==> config.mk <==
export PLATFORM = sky130hd
export DESIGN_NAME = ours_ppln_rr_arb_flat
export DESIGN_NICKNAME = d
export VERILOG_FILES = /design/src/rtl/ours_ppln_rr_arb_pkg.sv /design/src/rtl/ours_ppln_rr_arb_if.sv /design/src/rtl/ours_ppln_rr_arb_pick.sv /design/src/rtl/ours_ppln_rr_arb.sv /design/src/flat_wrapper.sv
export SDC_FILE = /design/constraint.sdc
export NUM_CORES = 1
export LEC_CHECK = 0
export CAP_MARGIN = 20
export CELL_PAD_IN_SITES_DETAIL_PLACEMENT = 0
export CELL_PAD_IN_SITES_GLOBAL_PLACEMENT = 1
export CORE_ASPECT_RATIO = 0.6
export CORE_MARGIN = 8
export CORE_UTILIZATION = 28
export DETAILED_ROUTE_END_ITERATION = 7
export HOLD_SLACK_MARGIN = 0.02
export PLACE_DENSITY = 0.78
export SLEW_MARGIN = 20
export SYNTH_ARGS = -nofsm -noshare
export SYNTH_HDL_FRONTEND = slang
export SYNTH_SLANG_ARGS = --single-unit
export TNS_END_PERCENT = 100
==> constraint.sdc <==
create_clock -name clk -period 3.2 [get_ports clk]
set_input_delay 0.48 -clock clk [delete_from_list [all_inputs] [get_ports clk]]
set_output_delay 0.48 -clock clk [all_outputs]
set_load 0.02 [all_outputs]
==> src/rtl/ours_ppln_rr_arb_pkg.sv <==
// Shared types and helpers for the packet-aware round-robin pipeline arbiter.
package ours_ppln_arb_pkg;

    typedef enum logic {
        ARB_IDLE   = 1'b0,
        ARB_LOCKED = 1'b1
    } arb_state_e;

    // Requester id width; a single requester still gets a 1-bit id.
    function automatic int id_width(input int n);
        return (n > 1) ? $clog2(n) : 1;
    endfunction

endpackage

==> src/rtl/ours_ppln_rr_arb_if.sv <==
// Requester-side and downstream-side channel bundle of the round-robin arbiter.
interface ours_ppln_rr_arb_if
    import ours_ppln_arb_pkg::*;
#(
    parameter int N     = 4,
    parameter int WIDTH = 8
);
    localparam int IDW = id_width(N);

    logic [N-1:0]       req_valid;
    logic [N-1:0]       req_ready;
    logic [N*WIDTH-1:0] req_data;
    logic [N-1:0]       req_last;
    logic               out_valid;
    logic               out_ready;
    logic [WIDTH-1:0]   out_data;
    logic               out_last;
    logic [IDW-1:0]     out_id;
    logic               locked;

    modport master (
        output req_valid, req_data, req_last, out_ready,
        input  req_ready, out_valid, out_data, out_last, out_id, locked
    );

    modport slave (
        input  req_valid, req_data, req_last, out_ready,
        output req_ready, out_valid, out_data, out_last, out_id, locked
    );

endinterface

==> src/rtl/ours_ppln_rr_arb_pick.sv <==
// Rotate-priority picker: first asserted request scanning from ptr upward with wrap.
module ours_rr_pick #(
    parameter int N   = 4,
    parameter int IDW = 2
) (
    input  logic [N-1:0]   req_i,
    input  logic [IDW-1:0] ptr_i,
    output logic           any_o,
    output logic [IDW-1:0] idx_o
);

    // Walk offsets from the far end so the lowest offset from ptr wins last.
    always_comb begin
        any_o = |req_i;
        idx_o = '0;
        for (int k = N - 1; k >= 0; k--) begin
            if (req_i[(int'(ptr_i) + k) % N]) begin
                idx_o = IDW'((int'(ptr_i) + k) % N);
            end
        end
    end

endmodule

==> src/rtl/ours_ppln_rr_arb.sv <==
// N-to-1 round-robin arbiter with packet lock and a registered output stage.
module ours_ppln_rr_arb
    import ours_ppln_arb_pkg::*;
#(
    parameter int N         = 4,
    parameter int WIDTH     = 8,
    parameter int LOCK_LAST = 1
) (
    input  logic               clk,
    input  logic               rst,
    ours_ppln_rr_arb_if.slave  bus
);

    localparam int IDW = id_width(N);

    arb_state_e       state_q, state_d;
    logic [IDW-1:0]   ptr_q, ptr_d;
    logic [IDW-1:0]   lock_id_q, lock_id_d;
    logic             out_valid_q;
    logic [WIDTH-1:0] out_data_q;
    logic             out_last_q;
    logic [IDW-1:0]   out_id_q;

    logic             pick_any;
    logic [IDW-1:0]   pick_idx;
    logic [IDW-1:0]   g;
    logic             can_acc;
    logic [N-1:0]     ready;
    logic             in_beat;
    logic             g_last;

    ours_rr_pick #(.N(N), .IDW(IDW)) u_pick (
        .req_i (bus.req_valid),
        .ptr_i (ptr_q),
        .any_o (pick_any),
        .idx_o (pick_idx)
    );

    assign g       = (state_q == ARB_LOCKED) ? lock_id_q : pick_idx;
    assign can_acc = !out_valid_q || bus.out_ready;
    assign g_last  = bus.req_last[g];

    // Ready is gated by rst so nothing is offered while the block is held in reset.
    always_comb begin
        ready = '0;
        if (!rst && can_acc && ((state_q == ARB_LOCKED) || pick_any)) begin
            ready[g] = 1'b1;
        end
    end

    assign in_beat = |(bus.req_valid & ready);

    always_comb begin
        state_d   = state_q;
        ptr_d     = ptr_q;
        lock_id_d = lock_id_q;
        if (in_beat) begin
            if (LOCK_LAST != 0 && !g_last) begin
                state_d   = ARB_LOCKED;
                lock_id_d = g;
            end else begin
                state_d = ARB_IDLE;
                ptr_d   = (g == IDW'(N - 1)) ? '0 : g + 1'b1;
            end
        end
    end

    always_ff @(posedge clk or posedge rst) begin
        if (rst) begin
            state_q   <= ARB_IDLE;
            ptr_q     <= '0;
            lock_id_q <= '0;
        end else begin
            state_q   <= state_d;
            ptr_q     <= ptr_d;
            lock_id_q <= lock_id_d;
        end
    end

    always_ff @(posedge clk or posedge rst) begin
        if (rst) begin
            out_valid_q <= 1'b0;
            out_data_q  <= '0;
            out_last_q  <= 1'b0;
            out_id_q    <= '0;
        end else if (in_beat) begin
            out_valid_q <= 1'b1;
            out_data_q  <= bus.req_data[int'(g) * WIDTH +: WIDTH];
            out_last_q  <= g_last;
            out_id_q    <= g;
        end else if (out_valid_q && bus.out_ready) begin
            out_valid_q <= 1'b0;
        end
    end

    assign bus.req_ready = ready;
    assign bus.out_valid = out_valid_q;
    assign bus.out_data  = out_data_q;
    assign bus.out_last  = out_last_q;
    assign bus.out_id    = out_id_q;
    assign bus.locked    = (state_q == ARB_LOCKED);

`ifndef SYNTHESIS
    if (N < 1) begin : g_bad_n
        $error("ours_ppln_rr_arb: N must be at least 1");
    end

    a_ready_onehot0: assert property (@(posedge clk) disable iff (rst)
        $onehot0(bus.req_ready));

    a_out_stable: assert property (@(posedge clk) disable iff (rst)
        (bus.out_valid && !bus.out_ready) |=>
        (bus.out_valid && $stable(bus.out_data) && $stable(bus.out_last) && $stable(bus.out_id)));

    // lock_id_q cannot change while locked without an in-beat, so no $past is needed.
    a_locked_valid_hold: assert property (@(posedge clk) disable iff (rst)
        ((state_q == ARB_LOCKED) && bus.req_valid[lock_id_q] && !bus.req_ready[lock_id_q]) |=>
        bus.req_valid[lock_id_q]);
`endif

endmodule

==> src/flat_wrapper.sv <==
// flat-port wrapper written by rule: the top's interface ports become plain ports
module ours_ppln_rr_arb_flat import ours_ppln_arb_pkg::*;
#(
    parameter int N         = 4,
    parameter int WIDTH     = 8,
    parameter int LOCK_LAST = 1
)
  (clk, rst, bus_req_valid, bus_req_data, bus_req_last, bus_out_ready, bus_req_ready, bus_out_valid, bus_out_data, bus_out_last, bus_out_id, bus_locked);
  ours_ppln_rr_arb_if #(.N(N), .WIDTH(WIDTH)) bus_i ();
  input  logic clk;
  input  logic rst;
  input wire logic [$bits(bus_i.req_valid)-1:0] bus_req_valid;
  input wire logic [$bits(bus_i.req_data)-1:0] bus_req_data;
  input wire logic [$bits(bus_i.req_last)-1:0] bus_req_last;
  input wire logic [$bits(bus_i.out_ready)-1:0] bus_out_ready;
  output wire logic [$bits(bus_i.req_ready)-1:0] bus_req_ready;
  output wire logic [$bits(bus_i.out_valid)-1:0] bus_out_valid;
  output wire logic [$bits(bus_i.out_data)-1:0] bus_out_data;
  output wire logic [$bits(bus_i.out_last)-1:0] bus_out_last;
  output wire logic [$bits(bus_i.out_id)-1:0] bus_out_id;
  output wire logic [$bits(bus_i.locked)-1:0] bus_locked;
  assign bus_i.req_valid = bus_req_valid;
  assign bus_i.req_data = bus_req_data;
  assign bus_i.req_last = bus_req_last;
  assign bus_i.out_ready = bus_out_ready;
  assign bus_req_ready = bus_i.req_ready;
  assign bus_out_valid = bus_i.out_valid;
  assign bus_out_data = bus_i.out_data;
  assign bus_out_last = bus_i.out_last;
  assign bus_out_id = bus_i.out_id;
  assign bus_locked = bus_i.locked;
  ours_ppln_rr_arb #(.N(N), .WIDTH(WIDTH), .LOCK_LAST(LOCK_LAST)) u_core (.clk(clk), .rst(rst), .bus(bus_i));
endmodule
==> results.yml <==
run_status:
  outcome: "finished clean"
power:
  ir_drop_v: 0.000452
  p_leak_nw: 0.931
  p_per_area_mw_per_mm2: 838
finish:
  final_cell_mix: "clkdlybuf4s50_1, mux2i_1, dfrtp_1"
  fin_cells: 241
  n_antenna_cell: 0
  drive_gt1_share_pct: 18.3
  postLayoutCoreUtil_pct: 48.3
  finalNetCount: 237
  fin_area_mm2: 0.00196
  final_common_cell: "clkdlybuf4s50_1"
  area_growth_pct: 67.0
global_routing:
  grt_pass1_vias: 1294
  grt_antenna_before_repair: 0
  grt_overflow_total: 0
  grtUsageTotal_pct: 12.5
  grt_max_degree: 20
  grt_pass1_wl_um: 6530
placement:
  hpwl_um: 3300
  postPlaceCellArea_mm2: 0.00189
  place_inst: 235
  numPortBuffers: 59
  gp_congestion: 0.868
clock_network:
  h-tree-depth: 1
  worst_skew_pair.late_latency_ns: 0.24
  numCtsBuffers: 3
  hold_buffers: 0
  clock-sinks: 17
  root_buffer: "clkbuf_8"
  path_clk_slew_ns: 0.06
  cts_tree: "built"
  clock_path_buffers: 2
floorplan:
  core_mm2: 0.00405
  row_count: 18
  die_h_um: 66.1
  dieArea_mm2: 0.00658
  die_w_um: 99.5
  ios: 60
  start_util_pct: 28.9
sta:
  fin_crit_sh_pct: 96.6
  maxSlewViolCount: 0
  worst_pin_slew_ns: 0.645
  whs_ns: 0.496
  skew_ns: 0.00151
  final.min_clock_period_ns: 3.09
  slew_headroom_pct: 57.0
  setup_violations: 0
  final_hold_viol_count: 0
  fmax_mhz: 324
worst_setup_path:
  rr_startpoint: "u_core.ptr_q[1]"
  worst_setup_path_end_kind: "primary output"
  arrival_ns: 2.61
  start_kind: "primary input"
  crit_required_ns: 2.72
  worst-r2r-cell-count: 12
  critical_path.max_fanout: 6
  r2r_end: "u_core.lock_id_q[0]"
  crit_type: "in2out"
  reg2reg_slack_ns: 0.59
route:
  vias: 1176
  drc: 0
  routed_wl_um: 4110
  drt_pass1_iterations: 4
  ant_nets: 0
  drt_iter0_drc: 69
  wl_per_cell_um: 17.0
  via_per_inst: 4.88
yosys:
  ys_seq_area_share_pct: 36.3
  syn-num-nets: 165
  avgSynthCellArea_um2: 9.77
  yosysWarnings: 0
  yosysUniqueCellTypes: 33
  syn_area_mm2: 0.00117
  synth_cells: 120
  synth-main-ff-cell: "dfrtp_1"
  synthArstFlopShare_pct: 100
  ys_ff_latch: 17
  synth_edf_count: 0
min_path:
  hold_path_class: "reg2reg"
  min_from: "u_core.bus.out_data[5]"
  worstHoldPathCells: 2
  worst_hold_path.endpoint: "u_core.bus.out_data[5]"
job:
  maxCapViolCount: 0
[how the worst max path moves through the flow]
stage                          start                      to  slack, ns  depth (start not counted)
finish              bus_req_valid[1]        bus_req_ready[2]       0.11                          9
global route        bus_req_valid[2]        bus_req_ready[2]      -0.03                          7
CTS                 bus_req_valid[2]        bus_req_ready[3]       0.04                          7
detailed placement  bus_req_valid[3]        bus_req_ready[1]      -0.02                          9
global placement    bus_req_valid[3]        bus_req_ready[1]       0.04                          9
floorplan           bus_req_valid[0]  u_core.bus.out_data[0]       0.38                         10
[what timing repair did]
action / 4_1_cts / 5_1_grt
endpoints found under the hold margin: 0 / 0
endpoints found under the setup margin: 4 / 14
setup buffers: 1 / 1
pin swaps: 1 / 2
resized for setup: 1 / 4
[worst max-delay path, stage by stage]
cell and delay, ns:
clkdlybuf4s50_1 0.61, nor2b_1 0.16, o21ai_0 0.12, a211oi_2 0.33, nor2_2 0.11, inv_1 0.11, buf_4 0.13, nor2_1 0.04
clkdlybuf4s50_1 0.53
[metrics by stage]
step	TNS [ns]	power, mW	setup slack (ns)
after floorplan	0	1.02	0.382
after global placement	0	1.45	0.0431
after detailed placement	-0.0290	1.48	-0.0186
after CTS	0	1.65	0.0416
after global routing	-0.0291	1.77	-0.0291
final	0	1.64	0.110
[cell families (layout without fill, tap and decap cells)]
group / after synthesis / count (layout) / share of synthesized area, %
muxes: 28 / 28 / 26.4
buffers and inverters: 12 / 83 / 4.16
and+or+nand+nor: 37 / 37 / 16.6
AOI/OAI and AO/OA: 24 / 24 / 14.4
DFF: 17 / 17 / 36.3
adders and majority gates: 2 / 2 / 2.13
[registers in the layout (all words and copies together), names as in the netlist]
signal                flops
u_core.bus.out_data       8
u_core.bus.locked         1
u_core.bus.out_valid      1
u_core.lock_id_q          2
u_core.ptr_q              2
u_core.bus.out_id         2
u_core.bus.out_last       1
[cell usage after synthesis (all sizes together), types with 2 or more instances]
| master | number | area share [%] |
|---|---|---|
| mux2 | 10 | 9.9 |
| inv | 7 | 2.2 |
| ha | 2 | 2.1 |
| nand2 | 13 | 4.2 |
| buf | 3 | 1.3 |
| and2 | 4 | 2.1 |
| nor3 | 2 | 1.3 |
| nor2b | 5 | 3.3 |
| nand2b | 5 | 2.7 |
| a211oi | 2 | 1.7 |
| a21oi | 2 | 0.85 |
| nor2 | 5 | 1.6 |
| dfrtp | 17 | 36 |
| clkbuf | 2 | 0.64 |
| mux2i | 17 | 15 |
| o21ai | 11 | 4.7 |
[layer usage]
layer	routed length (um)	track usage (%)
met1	1890	15.6
met3	186	3.78
met5	0	0
met2	2030	21.6
met4	0	1.12
[cell type report]
class,instances,area [um^2]
timing repair buffer,72,692
clock inverter,1,5.00
multi-input combinational,91,706
sequential,17,425
fill,387,2100
tap,50,62.6
inverter,7,26.3
clock buffer,3,41.3
[report_power, final]
| part | total [mW] | switching, mW | internal (mW) | leakage (nW) |
|---|---|---|---|---|
| Combinational | 1.10 | 0.540 | 0.556 | 0.702 |
| Sequential | 0.391 | 0.0750 | 0.316 | 0.204 |
| Clock | 0.155 | 0.0690 | 0.0861 | 0.0255 |
Power figures use the tool's default switching activity.
==> RTL edit, RTL diff (same flow settings) <==
`N` is set to 4 in 4 places; all go to 6.
--- a/src/rtl/ours_ppln_rr_arb_if.sv
+++ b/src/rtl/ours_ppln_rr_arb_if.sv
@@ -4,3 +4,3 @@
 #(
-    parameter int N     = 4,
+    parameter int N     = 6,
     parameter int WIDTH = 8
--- a/src/rtl/ours_ppln_rr_arb_pick.sv
+++ b/src/rtl/ours_ppln_rr_arb_pick.sv
@@ -2,3 +2,3 @@
 module ours_rr_pick #(
-    parameter int N   = 4,
+    parameter int N   = 6,
     parameter int IDW = 2
--- a/src/rtl/ours_ppln_rr_arb.sv
+++ b/src/rtl/ours_ppln_rr_arb.sv
@@ -4,3 +4,3 @@
 #(
-    parameter int N         = 4,
+    parameter int N         = 6,
     parameter int WIDTH     = 8,
--- a/src/flat_wrapper.sv
+++ b/src/flat_wrapper.sv
@@ -3,3 +3,3 @@
 #(
-    parameter int N         = 4,
+    parameter int N         = 6,
     parameter int WIDTH     = 8,
Ports: changed (5 resized); port bits go from 60 to 83. The function was not compared with the original's and may differ.
==> RTL edit against the unedited design <==
The run now ends with setup timing left. Worst setup slack got worse by 1100 ps. Area after synthesis grew 120%. Non-clock buffer count increased by 133. Synthesized cell count rose by 140%. Sequential share of layout area shrank 12 points. Worst hold slack better by 8.9 ps. Routed wire length rose to 2.8 times the old value. Clock skew about the same. Final area grew to 2.6 times the old value. Sequential cell count is 3 higher. Critical path type is now register to register. Largest cell class unchanged. Highest routed layer is now met4.
Power is left out: the tool's default activity adds up to more than one toggle a clock period on the data nets, which glitch-free logic cannot reach.
==> RTL edit: results (changes against the unedited design) <==
{
  "path_class": {"value": "register to register"},
  "drt_pass1_iterations": {"value": 5, "change": "+1"},
  "detailed_place_hpwl": {"value": 8810, "unit": "microns", "change": "+170%"},
  "drive_gt1_share": {"value": 48.3, "unit": "%", "change": "+30 points"},
  "port_buffers": {"value": 82, "change": "+39%"},
  "postSynthNetCount": {"value": 369, "change": "+120%"},
  "crit_path_max_incr_delay": {"value": 480, "unit": "ps", "change": "-130 ps"},
  "violations": {"value": "setup timing"},
  "synth_commonest_cells": {"value": "mux2i_1 (35), nor2_1 (22), dfrtp_1 (20)"},
  "grt_max_degree": {"value": 21, "change": "+5.0%"},
  "worst_slack": {"value": -967, "unit": "ps", "change": "-1080 ps"},
  "timing.reg2reg.worst_path_depth": {"value": 16, "change": "+4"},
  "placement.cell_area": {"value": 0.00434, "unit": "sq mm", "change": "+130%"},
  "r2r_end": {"value": "u_core.ptr_q[1]$_DFFE_PP0P_"},
  "post_drt_via_cell_ratio": {"value": 5.39, "change": "+11%"},
  "outcome": {"value": "complete, but fails checks"},
  "cts_root_buf": {"value": "clkbuf_16"},
  "post_synth_num_cell_types": {"value": 65, "change": "+97%"},
  "tightest_slew": {"value": 745, "unit": "ps", "change": "+100 ps"},
  "synth_area_leaders": {"value": "dfrtp_1 (20%), mux2i_1 (14%), ha_1 (6.8%), mux2_2 (5.7%), a221o_1 (3.5%)"},
  "wire_length_of_the_first_global_routing_pass": {"value": 17400, "unit": "microns", "change": "+170%"},
  "gp_congestion": {"value": 0.947, "change": "+9.1%"},
  "global_router_s_overall_resource_usage": {"value": 16.8, "unit": "%", "change": "+4.3 points"},
  "dr.first_iter.drc_count": {"value": 281, "change": "+310%"},
  "layout.filler_cells": {"value": 760, "change": "+96%"},
  "final_nets": {"value": 565, "change": "+140%"},
  "ys_seq_area_share": {"value": 19.5, "unit": "%", "change": "-17 points"},
  "setup-violations-final": {"value": 26, "change": "+26"},
  "clock-skew-final": {"value": 1.86, "unit": "ps", "change": "+0.352 ps"},
  "wl": {"value": 11700, "unit": "microns", "change": "+180%"},
  "timing.critical_path.arrival": {"value": 4330, "unit": "ps", "change": "+1720 ps"},
  "hold_slack": {"value": 505, "unit": "ps", "change": "+8.91 ps"},
  "grt_pass1_vias": {"value": 3228, "change": "+150%"},
  "timing.critical_path.slowest_stage_cell": {"value": "dfrtp_2"}
}
## RTL edit: cell count changes after synthesis, moves of 7 or more
cell     before  now
ha_1          2   14
a21oi_1       2   16
a221o_1       0    9
mux2i_1      17   35
a31oi_1       0    7
nor2_1        5   22
## RTL edit: repair_timing
| item | 4_1_cts | 5_1_grt |
|---|---|---|
| gates cloned | 2 | 1 |
| gates resized for setup | 84 | 57 |
| endpoints found under the setup margin | 26 | 26 |
| pin swaps | 11 | 12 |
| buffers inserted | 23 | 11 |
## RTL edit: worst min-delay path by stage
stage | startpoint | to | cells past startpoint
5_1_grt | u_core.bus.out_data[7]$_DFFE_PP0P_ | u_core.bus.out_data[7]$_DFFE_PP0P_ | 1
6_report | u_core.bus.out_id[1]$_DFFE_PP0P_ | u_core.bus.out_id[1]$_DFFE_PP0P_ | 1
3_5_place_dp | u_core.bus.out_id[1]$_DFFE_PP0P_ | u_core.bus.out_id[1]$_DFFE_PP0P_ | 1
3_3_place_gp | u_core.lock_id_q[1]$_DFFE_PP0P_ | u_core.lock_id_q[1]$_DFFE_PP0P_ | 1
4_1_cts | u_core.bus.out_id[1]$_DFFE_PP0P_ | u_core.bus.out_id[1]$_DFFE_PP0P_ | 1
2_1_floorplan | rst | u_core.bus.locked$_DFFE_PP0P_ | 1
## RTL edit: per-stage QoR
step	std cells	setup slack (ps)
after floorplan	292	-994
after global placement	567	-1140
after detailed placement	567	-1300
after CTS	595	-906
after global routing	603	-1060
final	603	-967
## RTL edit: critical path: cells and delay by family, from the launching register on
family | cells | cell delay (ps)
xor+xnor | 1 | 160
simple gates | 1 | 40
fa+ha+maj | 2 | 470
flops | 1 | 480
compound gates | 6 | 1720
mux | 3 | 840
buf+inv | 3 | 350
## RTL edit: logic make-up (layout without fill, tap and decap cells)
kind of cell               Yosys count  count (layout)  synth area share, %
AOI/OAI and AO/OA                   92              92                 27.2
and+or+nand+nor                     80              81                 17.5
muxes                               51              51                 21.7
buffers and inverters               32             226                 5.66
DFF                                 20              20                 19.5
adders and majority gates           14              14                 6.83
xor gates and xnor gates             3               3                 1.61
## RTL edit: final cells by class
class                      instances  area (sq um)  area share (%)
multi-input combinational        241          2450            47.6
timing repair buffer             205          1870            36.3
sequential                        20           504            9.77
tap                              116           145            2.81
inverter                          17          77.6            1.50
clock buffer                       3          75.1            1.45
clock inverter                     1          30.0           0.582
## RTL edit: metal layers
| layer | GRT usage [%] | wire length [microns] |
|---|---|---|
| met5 | 0 | 0 |
| met1 | 25.1 | 5700 |
| met3 | 3.43 | 845 |
| met2 | 24.9 | 5080 |
| met4 | 1.53 | 57 |
